[src/rtl/node_port_tx.sv]
// node_port_tx
// ------------
// Transmit end of the 4-bit inter-node port. Nibbles from the node arrive on a
// valid/ready interface and are buffered in a small FIFO. Each nibble is then
// sent to a neighbour, which may be unclocked, over a 4-phase req/ack
// handshake.
//
// Parameters:
//   DEPTH    FIFO entries, power of two, 2..16
//   TIMEOUT  cycles to wait on one ack phase before raising err, 1..255
//
// Ports:
//   clk        clock
//   reset      synchronous, active-high reset
//   in_data    nibble from the node
//   in_valid   in_data is valid
//   in_ready   FIFO not full
//   link_data  registered nibble to the neighbour
//   link_req   4-phase request, registered
//   link_ack   4-phase acknowledge, asynchronous to clk
//   link_par   even parity of link_data (0 when parity is not built)
//   level      current FIFO occupancy, 0..DEPTH
//   err        sticky handshake-timeout flag
//
// Optional feature: define NODE_PORT_TX_PARITY_EN to build the parity bit.

module node_port_tx #(
  parameter int DEPTH   = 4,
  parameter int TIMEOUT = 255
) (
  input  logic       clk,
  input  logic       reset,
  input  logic [3:0] in_data,
  input  logic       in_valid,
  output logic       in_ready,
  output logic [3:0] link_data,
  output logic       link_req,
  input  logic       link_ack,
  output logic       link_par,
  output logic [4:0] level,
  output logic       err
);

  localparam int         AW          = (DEPTH > 1) ? $clog2(DEPTH) : 1;
  localparam logic [4:0] FULL_LEVEL  = 5'(DEPTH);
  localparam logic [7:0] TIMEOUT_CNT = 8'(TIMEOUT);

  localparam logic [1:0] S_IDLE = 2'd0;
  localparam logic [1:0] S_REQ  = 2'd1;
  localparam logic [1:0] S_REL  = 2'd2;

  logic [3:0]    mem [DEPTH];
  logic [AW-1:0] wr_ptr;
  logic [AW-1:0] rd_ptr;
  logic [1:0]    state;
  logic [1:0]    state_next;
  logic          ack_meta;
  logic          ack_s;
  logic          push;
  logic          pop;
  logic          load;
  logic [7:0]    wait_cnt;
  logic [3:0]    head;

  assign in_ready = (level != FULL_LEVEL);
  assign push     = in_valid & in_ready;
  assign head     = mem[rd_ptr];

  // Two-flop synchronizer; link_ack may come from an unclocked neighbour.
  always_ff @(posedge clk) begin
    if (reset) begin
      ack_meta <= 1'b0;
      ack_s    <= 1'b0;
    end else begin
      ack_meta <= link_ack;
      ack_s    <= ack_meta;
    end
  end

  // Handshake sequencing. The FIFO head is popped when ack is seen in REQ.
  // From REL the next word can be launched directly without passing IDLE.
  always_comb begin
    state_next = state;
    load       = 1'b0;
    pop        = 1'b0;
    case (state)
      S_IDLE: begin
        if (level != 5'd0) begin
          load       = 1'b1;
          state_next = S_REQ;
        end
      end
      S_REQ: begin
        if (ack_s) begin
          pop        = 1'b1;
          state_next = S_REL;
        end
      end
      S_REL: begin
        if (!ack_s) begin
          if (level != 5'd0) begin
            load       = 1'b1;
            state_next = S_REQ;
          end else begin
            state_next = S_IDLE;
          end
        end
      end
      default: state_next = S_IDLE;
    endcase
  end

  // FIFO storage; no reset needed since level gates every read.
  always_ff @(posedge clk) begin
    if (push) begin
      mem[wr_ptr] <= in_data;
    end
  end

  // Pointers and occupancy; a simultaneous push and pop leaves level unchanged.
  always_ff @(posedge clk) begin
    if (reset) begin
      wr_ptr <= '0;
      rd_ptr <= '0;
      level  <= 5'd0;
    end else begin
      if (push) begin
        wr_ptr <= wr_ptr + AW'(1);
      end
      if (pop) begin
        rd_ptr <= rd_ptr + AW'(1);
      end
      case ({push, pop})
        2'b10:   level <= level + 5'd1;
        2'b01:   level <= level - 5'd1;
        default: level <= level;
      endcase
    end
  end

  // link_data only moves on a load, which happens only as link_req rises,
  // so the data is stable for the whole time the request is high.
  always_ff @(posedge clk) begin
    if (reset) begin
      state     <= S_IDLE;
      link_req  <= 1'b0;
      link_data <= 4'd0;
    end else begin
      state    <= state_next;
      link_req <= (state_next == S_REQ);
      if (load) begin
        link_data <= head;
      end
    end
  end

  // Per-phase wait counter. It restarts on every state change, so err means
  // a single ack phase took TIMEOUT cycles. The FSM keeps waiting regardless.
  always_ff @(posedge clk) begin
    if (reset) begin
      wait_cnt <= 8'd0;
      err      <= 1'b0;
    end else if ((state_next != state) || (state == S_IDLE)) begin
      wait_cnt <= 8'd0;
    end else if (wait_cnt != TIMEOUT_CNT) begin
      wait_cnt <= wait_cnt + 8'd1;
      if ((wait_cnt + 8'd1) == TIMEOUT_CNT) begin
        err <= 1'b1;
      end
    end
  end

`ifdef NODE_PORT_TX_PARITY_EN
  // Parity is loaded alongside link_data, so it obeys the same stability rule.
  always_ff @(posedge clk) begin
    if (reset) begin
      link_par <= 1'b0;
    end else if (load) begin
      link_par <= ^head;
    end
  end
`else
  assign link_par = 1'b0;
`endif

endmodule

[config.mk]
export PLATFORM = sky130hd
export DESIGN_NAME = node_port_tx
export DESIGN_NICKNAME = d
export VERILOG_FILES = /design/src/rtl/node_port_tx.sv
export SDC_FILE = /design/constraint.sdc
export NUM_CORES = 1
export LEC_CHECK = 0
export ABC_CLOCK_PERIOD_IN_PS = 2850
export BUFFER_PORTS_ARGS = -buffer_cell sky130_fd_sc_hd__buf_4
export CORE_ASPECT_RATIO = 1.25
export CORE_MARGIN = 3
export CORE_UTILIZATION = 28
export CTS_CLUSTER_DIAMETER = 30
export DETAILED_ROUTE_END_ITERATION = 6
export SLEW_MARGIN = 40
export SYNTH_ARGS = -nofsm -noshare
export SYNTH_HDL_FRONTEND = slang
export SYNTH_SLANG_ARGS = --single-unit
[constraint.sdc]
create_clock -name clk -period 2.85 [get_ports clk]
set_input_delay 0.1425 -clock clk [delete_from_list [all_inputs] [get_ports clk]]
set_output_delay 0.1425 -clock clk [all_outputs]
set_load 0.02 [all_outputs]
==> results summary, run 1 <==
The flow ran to the end, and the final reports show no timing, DRC or antenna violations. The share of synthesized area in the top cell type comes to 27.4%. The filler cell count in the final layout came out at 696.

The number of I/O pins came out at 21. Summing all multi-input logic gate instances after layout gives 886 um2. By area the synthesized netlist is led by sky130_fd_sc_hd__dfxtp_1 27%, sky130_fd_sc_hd__edfxtp_1 24%, sky130_fd_sc_hd__ha_1 6.3%, sky130_fd_sc_hd__mux4_2 4.6%, sky130_fd_sc_hd__xnor2_1 3.5%.

For this block, wires on met1 add up to 1510 um. Each instance of the synthesized netlist takes up on average 11.4 um2. The peak supply drop is 288 uV.

The number of hold buffers added after cts came out at 0. The detailed-route DRC error count came out at 0. The worst setup path is launched from a flip-flop.

The gate count of the mapped netlist came out at 174. The wire length on met3 came out at 108 um. The area of the mapped netlist came out at 1980 um2.

The core box area is 6690 um2. The first detailed-routing pass took 3 iterations. The class of the tightest hold or removal check is primary input to flip-flop. The number of buffers inserted during clock tree synthesis is 5. In this run the worst path has a maximum fanout of 4. The number of pins with negative max-slew slack in the final report is 0. The leakage component of the power came out at 0.873 nW. Summed over all nets, wire length on met2 after detailed routing comes to 1730 um. The path with the worst hold slack has its endpoint at mem[3][0].

The origin of the worst min-delay path is in_data[0]. Derived from the worst setup path, the maximum achievable clock frequency is 0.379 GHz. The sum of negative setup slack came out at 0 ns. Dividing the final minimum period by the clock period gives 92.5%. The number of max-cap violations is 0.

Once layout is done, the placed cells without fillers occupy 2310 um2. The number of vias in the routed layout is 1233. The largest buffer count on any clock path came out at 2. The hold path depth is 1. The total of warnings raised by yosys came out at 0.

Setup repair after global routing left no endpoint under its margin. After floorplanning, the core was divided into 33 placement rows. The area of placed instances came out at 2200 um2.

The fraction of final layout cells sized beyond drive strength 1 is 25.3%. The number of diodes is 0. The hold slack is 0.0412 ns. Subtracting the final worst setup slack from the clock period gives 2.64 ns.

The CTS H-tree depth is 2. The number of synthesized flops with an enable pin is 16. The pin count of the biggest net entering global routing is 22. For this run, the share of the core covered by cells in the final layout is 34.5%. The die height came out at 99.9 um. The area added between synthesis and finish came out at 17.0%. The cell count after placement is 273. The biggest area contributor in the post-synthesis netlist is sky130_fd_sc_hd__dfxtp_1.

Synthesis produced a netlist with a net count of 193. The post-route antenna net violation count came out at 0. The half-perimeter wire length after detailed placement is 2570 um. The final weighted congestion of routability-driven global placement is 0.726.

The worst setup slack for register-to-register paths is 0.21 ns. The routed wire length is 3400 um. The tree built by TritonCTS fans out to 43 sinks. The post-CTS repair timing setup buffer count came out at 0.

The number of non-filler instances in the completed layout came out at 281. The clock tree root driver cell is sky130_fd_sc_hd__clkbuf_8. The clock network latency to the later pin of the worst-skew pair is 0.30 ns. Across all setup checks in the final design, the least slack found is 0.213 ns. The initial antenna violation count is 0. The clock slew seen by the registers of the worst setup and hold paths came out at 0.09 ns. For the worst setup path, the data arrival time is 2.83 ns. The number of setup violations in the final report came out at 0. In this run the critical register-to-register path is captured at level[4]. STA puts the critical path data required time at 3.04 ns. The sequential element share of the synthesized area came out at 51.7%.

The detailed router used layers up to and including met4. The horizontal die dimension is 81.1 um. The area of all sequential standard cells came out at 1020 um2.

The area enclosed by the die boundary is 8110 um2. At the placement stage, the worst setup path has a slack of 0.0194 ns. The global-route usage over all layers is 9.25%. The worst register-to-register path begins at level[1]. STA classifies the critical path endpoint as a flip-flop. The critical path is of the flip-flop to flip-flop type.

On the final layout, the worst clock skew is 0.00681 ns. The effective utilization at floorplan came out at 29.5%. The power density over the cells came out at 563 nW/um2. The average wire per standard cell is 12.1 um. The count of unique library cells instantiated by Yosys is 45. Counting flops with an async set or reset pin after synthesis yields a share of 0%. The post-synthesis sequential element count is 43. The number of buffers inserted by port buffering came out at 19. The power after layout came out at 1.30 mW.

The via count normalized by instance count came out at 4.39. The depth of the worst register-to-register path came out at 12. The final count of hold timing violations is 0.

The number of nets at the end of the flow came out at 212. The number of DRC violations after detailed-routing iteration 0 came out at 43. The most used flip-flop cell after synthesis is sky130_fd_sc_hd__dfxtp_1. TritonCTS built the clock tree. The via count of the first global-routing pass came out at 1261. Summed over all layers, the global routing overflow is 0. The first-pass GRT wire length came out at 5830 um.
[cells by family after synthesis]
kind of cell	count (synthesis)	share of synthesized area, %
AOI/OAI and AO/OA	24	7.79
xor gates and xnor gates	12	5.32
adders and majority gates	11	7.35
buffers and inverters	20	4.88
DFF	43	51.7
muxes	11	8.17
other	1	0.190
and+or+nand+nor	52	14.6
[report_power, final]
part	leakage, nW	switching (mW)	internal (mW)	total [mW]
Clock	0.0491	0.230	0.180	0.410
Combinational	0.456	0.0971	0.0915	0.189
Sequential	0.367	0.0278	0.674	0.702
Total	0.873	0.355	0.946	1.30
[layer usage]
| layer | global-route usage, % | vias to the layer above |
|---|---|---|
| met4 | 3.12 | 0 |
| met3 | 2.78 | 4 |
| met5 | 0 | - |
| met1 | 10.9 | 582 |
| li1 | - | 634 |
| met2 | 15.8 | 13 |
[state kept, by name, indices dropped and copies added, names as in the netlist]
signal	count
ack_s	1
err	1
link_req	1
wr_ptr	2
link_data	4
ack_meta	1
mem	16
rd_ptr	2
wait_cnt	8
state	2
level	5
[cell usage after synthesis (4+ instances only)]
| cell type | number |
|---|---|
| sky130_fd_sc_hd__a21oi_1 | 13 |
| sky130_fd_sc_hd__and3_1 | 4 |
| sky130_fd_sc_hd__dfxtp_1 | 27 |
| sky130_fd_sc_hd__edfxtp_1 | 16 |
| sky130_fd_sc_hd__ha_1 | 10 |
| sky130_fd_sc_hd__inv_1 | 11 |
| sky130_fd_sc_hd__mux2i_1 | 6 |
| sky130_fd_sc_hd__mux4_2 | 4 |
| sky130_fd_sc_hd__nand2_1 | 6 |
| sky130_fd_sc_hd__nor2_1 | 17 |
| sky130_fd_sc_hd__nor2b_1 | 5 |
| sky130_fd_sc_hd__xnor2_1 | 8 |
| sky130_fd_sc_hd__xor2_1 | 4 |
[critical path, cell delays in order (launching register included)]
cell                      delay [ns]
sky130_fd_sc_hd__dfxtp_1        0.35
sky130_fd_sc_hd__nor4_4         0.32
sky130_fd_sc_hd__nand2_2        0.09
sky130_fd_sc_hd__and2_4         0.17
sky130_fd_sc_hd__inv_1          0.05
sky130_fd_sc_hd__ha_2           0.20
sky130_fd_sc_hd__inv_1          0.08
sky130_fd_sc_hd__fa_2           0.35
sky130_fd_sc_hd__nor2b_2        0.13
sky130_fd_sc_hd__o21ai_1        0.08
sky130_fd_sc_hd__nand3_1        0.08
sky130_fd_sc_hd__or3b_1         0.35
sky130_fd_sc_hd__mux2_2         0.28
[cell type report]
class                      instances  area share [%]
clock buffer                       5            2.98
clock inverter                     3            1.14
inverter                          11            1.79
multi-input combinational        111            38.3
sequential                        43            44.2
tap                               87            4.71
timing repair buffer              21            6.82
[worst max-delay path by stage]
stage / from / endpoint / slack [ns] / depth (start not counted)
after global routing: level[1] / level[4] / 0.03 / 12
after CTS: level[3] / level[4] / 0.03 / 12
after floorplan: level[4] / level[4] / 0.004 / 12
after global placement: level[3] / level[4] / 0.09 / 12
final: level[1] / level[4] / 0.21 / 12
after detailed placement: level[3] / level[4] / 0.02 / 12
[layout by cell type (no fill, tap or decap), types with 2 or more instances in the layout]
cell type	count
sky130_fd_sc_hd__xnor2_1	8
sky130_fd_sc_hd__ha_1	9
sky130_fd_sc_hd__nand2_2	2
sky130_fd_sc_hd__a21oi_1	13
sky130_fd_sc_hd__a31oi_1	2
sky130_fd_sc_hd__nor3_1	2
sky130_fd_sc_hd__clkbuf_8	5
sky130_fd_sc_hd__nor2_1	17
sky130_fd_sc_hd__mux4_2	4
sky130_fd_sc_hd__mux2i_1	6
sky130_fd_sc_hd__xor2_1	4
sky130_fd_sc_hd__a21o_1	2
sky130_fd_sc_hd__nor2b_1	4
sky130_fd_sc_hd__dfxtp_1	26
sky130_fd_sc_hd__nand2_1	5
sky130_fd_sc_hd__inv_1	11
sky130_fd_sc_hd__nand3_1	3
sky130_fd_sc_hd__inv_6	2
sky130_fd_sc_hd__buf_4	21
sky130_fd_sc_hd__and3_1	4
sky130_fd_sc_hd__edfxtp_1	16
sky130_fd_sc_hd__nand3b_1	3
[timing repair]
action | CTS | global route
cloned | 0 | 0
resized for setup | 1 | 5
setup endpoints to repair | 1 | 1
pin swaps | 0 | 1
No activity file was read; power rests on OpenSTA's default activity.
==> inputs of run 2 (changes only) <==
--- a/config.mk
+++ b/config.mk
@@ -5,13 +5,14 @@
 export SDC_FILE = /design/constraint.sdc
 export NUM_CORES = 1
 export LEC_CHECK = 0
-export ABC_CLOCK_PERIOD_IN_PS = 2850
+export ABC_CLOCK_PERIOD_IN_PS = 3200
 export BUFFER_PORTS_ARGS = -buffer_cell sky130_fd_sc_hd__buf_4
 export CORE_ASPECT_RATIO = 1.25
 export CORE_MARGIN = 3
-export CORE_UTILIZATION = 28
+export CORE_UTILIZATION = 62
 export CTS_CLUSTER_DIAMETER = 30
 export DETAILED_ROUTE_END_ITERATION = 6
+export PLACE_DENSITY = 0.83
 export SLEW_MARGIN = 40
 export SYNTH_ARGS = -nofsm -noshare
 export SYNTH_HDL_FRONTEND = slang
==> constraint.sdc (replaced) <==
create_clock -name clk -period 3.2 [get_ports clk]
set_input_delay 0.16 -clock clk [delete_from_list [all_inputs] [get_ports clk]]
set_output_delay 0.16 -clock clk [all_outputs]
set_load 0.02 [all_outputs]
==> run 2 against run 1 <==
Net effect:
- register-to-register slack worse by 0.02 ns
- global-route usage up 9.7 points
- fmax down 12%
==> results summary, run 2 (synthesized netlist as in run 1, its figures left out) <==
The number of I/O pins was 21 (unchanged). The fraction of final layout cells sized beyond drive strength 1 came to 20.3% (-5.0 points). The global routing usage on met1 is 19.3% (+8.4 points).

The proportion of power drawn by the clock network came out at 23.6% (-7.9 points). The routing usage on met2 is 33.2% (+17 points). The pin count of the biggest net entering global routing is 22 (unchanged). The run finished with clean final reports. The number of DRC violations after detailed-routing iteration 0 came out at 41 (-4.7%). By startpoint and endpoint, the worst setup path is classified as flip-flop to flip-flop. The number of diodes is 0 (unchanged). The cell internal power dissipation is 764 uW (-19%).

The ratio of final minimum period to clock period is 93.8% (+1.3 points). The worst setup path is captured at a flip-flop. The via count normalized by instance count is 5.47 (+25%). The register name with the most flops is mem. The die height is 69.1 um (-31%).

The cell count after placement is 220 (-19%). The peak supply drop was 380 uV (+32%). STA classifies the critical path startpoint as a flip-flop. The CTS tree is done. The post-route antenna net violation count was 0 (unchanged). The combinational group share of total power was 16.2% (+1.7 points). The number of nets at the end of the flow came out at 215 (+1.4%).

The half-perimeter wire length after detailed placement was 2510 um (-2.4%). The endpoint of the lowest-slack register-to-register path is level[4]. The CTS H-tree depth was 2 (unchanged). The number of max-cap violations came out at 0 (unchanged). The detailed-route DRC error count came out at 0 (unchanged). In this run the most used layer during global routing was met2. The achievable frequency is 0.333 GHz (-12%). The arrival time of the worst setup path was 3.25 ns (+0.42 ns).

The net switching share of the total power came to 26.8% (-0.50 points). The required arrival time at the worst endpoint is 3.45 ns (+0.41 ns). The first-pass detailed-route iteration total came out at 4 (+1). The area enclosed by the die boundary came to 3900 um2 (-52%). The depth of the worst register-to-register path came out at 12 (unchanged). The via count of the first global-routing pass came out at 1339 (+6.2%). The global-route usage over all layers is 18.9% (+9.7 points). In the final layout, the registers with the most flip-flops are mem x16, wait_cnt x8, level x5. The worst clock skew came out at 0.00543 ns (-0.00139 ns). The total net switching power is 279 uW (-21%). The share of the core filled with cells is 74.3% (+40 points). The core box area was 3000 um2 (-55%). The power density over the cells came out at 468 nW/um2 (-17%). The critical path ends at level[4]. The worst setup slack for register-to-register paths came to 0.20 ns (-0.02 ns). In the layout the commonest cells are 27 x sky130_fd_sc_hd__dfxtp_1, 19 x sky130_fd_sc_hd__buf_4, 17 x sky130_fd_sc_hd__nor2_1, 16 x sky130_fd_sc_hd__edfxtp_1, 13 x sky130_fd_sc_hd__a21oi_1. The number of buffers inserted by port buffering came out at 19 (unchanged). The final worst slack is 0.198 ns (-0.0153 ns). The remaining global-route overflow came out at 0 (unchanged).

The number of vias in the routed layout came out at 1275 (+3.4%). The average wire per standard cell is 14.6 um (+21%). The leakage component of the power is 0.860 nW (-1.5%).

The first-pass GRT wire length came out at 5720 um (-1.9%). The tree is rooted in a sky130_fd_sc_hd__clkbuf_4. The time the final worst path needs with I/O delays and setup came out at 3.00 ns (+0.365 ns). The largest buffer count on any clock path came to 2 (unchanged). The pre-CTS worst setup slack was 0.0344 ns (+0.0150 ns). The clock network latency to the later pin of the worst-skew pair came out at 0.35 ns (+0.05 ns). The number of buffers inserted during clock tree synthesis was 5 (unchanged). The largest fanout on the critical path came out at 7 (+3). Leaving out fill and tap cells, the most frequent cell in the layout is sky130_fd_sc_hd__dfxtp_1. The worst register-to-register path begins at level[4].

The number of pins with negative max-slew slack in the final report came out at 0 (unchanged). The clock slew seen by the registers of the worst setup and hold paths is 0.12 ns (+0.03 ns). The initial antenna violation count came out at 0 (unchanged). The hold slack is 0.117 ns (+0.0761 ns). The TritonCTS sink count came out at 43 (unchanged). The routing usage on met3 is 5.62% (+2.8 points). The effective utilization at floorplan came out at 65.8% (+36 points). The number of flip-flops under the largest register name came to 16 (unchanged). The final count of hold timing violations came out at 0 (unchanged). The post-CTS repair timing setup buffer count is 0 (unchanged). The count of standard-cell rows was 22 (-33%). The most critical setup path has its startpoint at level[4]. The sum of negative setup slack came out at 0 ns (unchanged). The routed wire length is 3410 um (+0.32%). The area added between synthesis and finish is 12.8%. The number of setup violations in the final report came out at 0 (unchanged). The min-delay analysis places its worst path in the category primary input to flip-flop. The horizontal die dimension is 56.5 um (-30%).

The final weighted congestion of routability-driven global placement was 0.852 (+17%). The sequential fraction of design power came out at 60.1% (+6.1 points). The number of non-filler instances in the completed layout came out at 233 (-17%).
-- run 2: cell count changes in the layout (fill, tap and decap cells not counted), sizes merged --
cell	before	now
clkinvlp	0	1
buf	21	19
inv	13	11
clkinv	1	2
dlygate4sd3	0	5
-- run 2: per-layer routing --
metal  share of wire [%]  up-vias  wire length, um
met2                  55       22             1890
met5                   0        -                0
met1                  39      601             1320
met3                 3.2        8              110
li1                    -      644                -
met4                 2.6        0               89
-- run 2: final cells by class --
cell class,instances,area (um2)
Tap cell,36,45.0
Timing Repair Buffer,24,193
Clock buffer,5,37.5
Fill cell,208,772
Sequential cell,43,1020
Clock inverter,3,15.0
Multi-Input combinational cell,111,876
Inverter,11,41.3
-- run 2: worst min path at each step --
stage	start	endpoint	cells after the start
3_5_place_dp	in_data[1]	mem[0][1]	1
3_3_place_gp	in_data[2]	mem[2][2]	1
2_1_floorplan	in_data[0]	mem[0][0]	0
4_1_cts	reset	state[0]	2
5_1_grt	reset	state[0]	2
6_report	reset	link_req	2
-- run 2: timing repair --
item                                    in CTS  in global routing
hold endpoints to repair                    17                  0
hold buffers                                 5                  0
gates resized for setup                      1                  2
endpoints found under the setup margin       1                  1
cloned                                       0                  0
-- run 2: worst max-delay path, cell delays in order (launching register included) --
cell                      delay (ns)
sky130_fd_sc_hd__dfxtp_1        0.38
sky130_fd_sc_hd__nor4_4         0.35
sky130_fd_sc_hd__nand2_2        0.15
sky130_fd_sc_hd__and2_1         0.22
sky130_fd_sc_hd__inv_1          0.07
sky130_fd_sc_hd__ha_1           0.22
sky130_fd_sc_hd__inv_1          0.10
sky130_fd_sc_hd__fa_1           0.38
sky130_fd_sc_hd__nor2b_1        0.18
sky130_fd_sc_hd__o21ai_0        0.13
sky130_fd_sc_hd__nand3_1        0.09
sky130_fd_sc_hd__or3b_1         0.35
sky130_fd_sc_hd__mux2_2         0.28
-- run 2: power groups by stage --
stage	combinational [mW]	sequential, mW	clock (mW)
2_1_floorplan	0.101	0.648	0
3_5_place_dp	0.161	0.638	0
3_3_place_gp	0.154	0.635	0
6_report	0.169	0.627	0.247
5_1_grt	0.186	0.631	0.279
4_1_cts	0.168	0.626	0.257
-- run 2: through the flow --
stage | power [mW] | instance area [um2]
final | 1.04 | 2230
after floorplan | 0.749 | 1980
after detailed placement | 0.799 | 2110
after CTS | 1.05 | 2220
after global placement | 0.789 | 2110
after global routing | 1.10 | 2230
==> inputs of run 3 (changes only) <==
--- a/config.mk
+++ b/config.mk
@@ -5,14 +5,15 @@
 export SDC_FILE = /design/constraint.sdc
 export NUM_CORES = 1
 export LEC_CHECK = 0
-export ABC_CLOCK_PERIOD_IN_PS = 3200
+export ABC_CLOCK_PERIOD_IN_PS = 3350
 export BUFFER_PORTS_ARGS = -buffer_cell sky130_fd_sc_hd__buf_4
 export CORE_ASPECT_RATIO = 1.25
 export CORE_MARGIN = 3
-export CORE_UTILIZATION = 62
+export CORE_UTILIZATION = 57
 export CTS_CLUSTER_DIAMETER = 30
 export DETAILED_ROUTE_END_ITERATION = 6
-export PLACE_DENSITY = 0.83
+export PLACE_DENSITY = 0.78
+export REMOVE_ABC_BUFFERS = 1
 export SLEW_MARGIN = 40
 export SYNTH_ARGS = -nofsm -noshare
 export SYNTH_HDL_FRONTEND = slang
==> constraint.sdc (replaced) <==
create_clock -name clk -period 3.35 [get_ports clk]
set_input_delay 0.1675 -clock clk [delete_from_list [all_inputs] [get_ports clk]]
set_output_delay 0.1675 -clock clk [all_outputs]
set_load 0.02 [all_outputs]
==> run 3 against run 2 <==
Net effect:
- largest power group unchanged
- clock power up 34%
- fmax down 1.2%
- hold slack worse by 0.053 ns
- critical path depth unchanged
- sequential cell count unchanged
- total power up 4.1%
- utilization down 6.3 points
- global-route usage up 0.32 points
- critical path type unchanged
==> results summary, run 3 (synthesized netlist as in run 1, its figures left out) <==
The run finished with clean final reports. The quantity of gates resized following cts is 0 (-1). The start-to-end type of the worst setup path is flip-flop to flip-flop. The path length in cells of the critical path came out at 12 (unchanged). The post-CTS repair timing setup buffer count is 0 (unchanged). The peak supply drop came out at 337 uV (-11%). The kind of cell adding the most delay to the critical path is simple AND/OR/NAND/NOR gates. The via count of the first global-routing pass came out at 1398 (+4.4%). The required arrival time at the worst endpoint is 3.54 ns (+0.09 ns). The number of max-cap violations came to 0 (unchanged). The core box area came out at 3250 um2 (+8.4%). The number of vias in the routed layout is 1292 (+1.3%).

The critical path goes through nor4_2, nand2_2, and2_1, inv_1, ha_1, inv_1, fa_1, nor2b_1, o21ai_0, nand3_1, or3b_1, mux2_2. The detailed-route DRC error count is 0 (unchanged). The number of nets at the end of the flow is 210 (-2.3%). The worst clock skew came out at 0.00220 ns (-0.00323 ns). The clock slew seen by the registers of the worst setup and hold paths is 0.08 ns (-0.04 ns).

The horizontal die dimension is 58.7 um (+3.8%). The number of pins with negative max-slew slack in the final report came to 0 (unchanged). The cell count after placement is 221 (+0.45%). The register name with the most flops is mem. The min-delay analysis places its worst path in the category primary input to flip-flop. In the final layout, the registers with the most flip-flops are mem x16, wait_cnt x8, level x5.

The fraction of final layout cells sized beyond drive strength 1 is 21.9% (+1.6 points). The time the final worst path needs with I/O delays and setup came out at 3.04 ns (+0.0357 ns). The number of buffers inserted during clock tree synthesis is 5 (unchanged). The number of diodes came out at 0 (unchanged). The number of buffers and inverters on the critical path came out at 2 (unchanged).

The largest fanout on the critical path is 7 (unchanged). The via count normalized by instance count is 5.64 (+3.1%). The final weighted congestion of routability-driven global placement is 0.774 (-9.1%). The ratio of final minimum period to clock period came out at 90.7% (-3.1 points). The post-route antenna net violation count came out at 0 (unchanged). The effective utilization at floorplan came out at 60.8% (-5.1 points). The number of flip-flops under the largest register name was 16 (unchanged). The peak per-stage delay on the critical path is 0.38 ns (about the same). The number of buffers inserted by port buffering was 19 (unchanged). The final count of hold timing violations is 0 (unchanged). The cell at the slowest stage of the critical path is sky130_fd_sc_hd__nor4_2.

The most prevalent standard cell on the critical path is sky130_fd_sc_hd__inv_1. The CTS H-tree depth came to 2 (unchanged). The leakage component of the power is 0.849 nW (-1.2%). In this run the clock root is driven by a sky130_fd_sc_hd__clkbuf_8. The number of hold buffers added after cts is 0 (-5).

The CTS tree is done. The endpoint class of the critical path is a flip-flop. Leaving out fill and tap cells, the most frequent cell in the layout is sky130_fd_sc_hd__dfxtp_1. The filler cell count in the final layout is 256 (+23%). The average wire per standard cell is 15.0 um (+2.9%). The number of I/O pins came out at 21 (unchanged). The area enclosed by the die boundary is 4210 um2 (+7.9%). The number of DRC violations after detailed-routing iteration 0 came to 59 (+44%).

The number of setup violations in the final report was 0 (unchanged). The die height came out at 71.8 um (+3.9%). The depth of the worst register-to-register path came to 12 (unchanged). The sum of negative setup slack is 0 ns (unchanged). The half-perimeter wire length after detailed placement is 2600 um (+3.5%). The pin count of the biggest net entering global routing was 22 (unchanged).

The count of standard-cell rows came out at 23 (+4.5%). The first-pass detailed-route iteration total is 4 (unchanged). The first-pass GRT wire length is 6130 um (+7.2%).

The routed wire length came out at 3450 um (+1.1%). Setup repair after global routing left no endpoint under its margin. In the layout the commonest cells are 27 x sky130_fd_sc_hd__dfxtp_1, 19 x sky130_fd_sc_hd__buf_4, 17 x sky130_fd_sc_hd__nor2_1, 16 x sky130_fd_sc_hd__edfxtp_1, 13 x sky130_fd_sc_hd__a21oi_1. The hold path depth came to 1 (-1). The startpoint class of the critical path is a flip-flop. The power density over the cells is 492 nW/um2 (+5.0%).

The TritonCTS sink count came out at 43 (unchanged). The achievable frequency came out at 0.329 GHz (-1.2%). The remaining global-route overflow is 0 (unchanged). The largest buffer count on any clock path is 2 (unchanged). The clock network latency to the later pin of the worst-skew pair is 0.30 ns (-0.05 ns).

The number of non-filler instances in the completed layout came to 229 (-1.7%). The global-route usage over all layers is 19.2% (+0.32 points). Compared with the post-synthesis result, the final layout area differs by 11.9%. The arrival time of the worst setup path was 3.23 ns (-0.02 ns). The initial antenna violation count is 0 (unchanged).
==> run 3: cell types whose count changed in the layout (fill, tap and decap cells not counted) <==
cell / change
sky130_fd_sc_hd__clkbuf_4: -5
sky130_fd_sc_hd__clkbuf_8: +5
sky130_fd_sc_hd__clkinv_1: -2
sky130_fd_sc_hd__clkinvlp_4: +1
sky130_fd_sc_hd__dlygate4sd3_1: -5
sky130_fd_sc_hd__inv_6: +1
sky130_fd_sc_hd__nor4_2: +1
sky130_fd_sc_hd__nor4_4: -1
==> run 3: routing by layer <==
metal / track usage [%] / up-vias / part of all wire (%)
li1: - / 628 / -
met1: 19.9 / 625 / 38
met2: 34.8 / 26 / 55
met3: 4.68 / 13 / 2.8
met4: 10.3 / 0 / 3.6
met5: 0 / - / 0
==> run 3: report_power, final <==
part           leakage [nW]  total [mW]  switching (mW)  internal [mW]
Combinational         0.442       0.158          0.0842         0.0736
Sequential            0.367       0.598          0.0246          0.574
Clock                0.0408       0.330           0.182          0.149
Total                 0.849        1.09           0.290          0.796
==> run 3: final cells by class <==
class | count | area [um2] | share of cell area [%]
clock buffers | 5 | 68.8 | 3.11
clock inverters | 3 | 23.8 | 1.08
inverters | 11 | 41.3 | 1.87
multi-input cells | 111 | 867 | 39.2
flip-flops and latches | 43 | 1020 | 46.2
well taps | 37 | 46.3 | 2.09
repair buffers | 19 | 143 | 6.45
==> run 3: worst register-to-register path, stage by stage (launching register included) <==
cell,delay (ns)
sky130_fd_sc_hd__dfxtp_1,0.37
sky130_fd_sc_hd__nor4_2,0.38
sky130_fd_sc_hd__nand2_2,0.16
sky130_fd_sc_hd__and2_1,0.22
sky130_fd_sc_hd__inv_1,0.07
sky130_fd_sc_hd__ha_1,0.22
sky130_fd_sc_hd__inv_1,0.10
sky130_fd_sc_hd__fa_1,0.38
sky130_fd_sc_hd__nor2b_1,0.17
sky130_fd_sc_hd__o21ai_0,0.14
sky130_fd_sc_hd__nand3_1,0.10
sky130_fd_sc_hd__or3b_1,0.35
sky130_fd_sc_hd__mux2_2,0.27
==> run 3: final timing paths <==
path                    from        end  slack, ns
setup / recovery    level[0]   level[4]       0.31
hold reg to reg          err        err       0.47
hold / removal    in_data[1]  mem[1][1]       0.06
setup reg to reg    level[0]   level[4]       0.31
==> run 3: per-stage QoR <==
stage | power [mW] | hold WS, ns | area, um2 | setup slack (ns) | util [%]
2_1_floorplan | 0.707 | 0.237 | 1920 | 0.363 | -
3_3_place_gp | 0.756 | 0.366 | 2110 | 0.400 | 64.9
3_5_place_dp | 0.766 | 0.372 | 2110 | 0.203 | 64.9
4_1_cts | 1.10 | 0.0588 | 2200 | 0.171 | 67.7
5_1_grt | 1.13 | 0.0542 | 2210 | 0.0306 | 68.0
6_report | 1.09 | 0.0646 | 2210 | 0.312 | 68.0
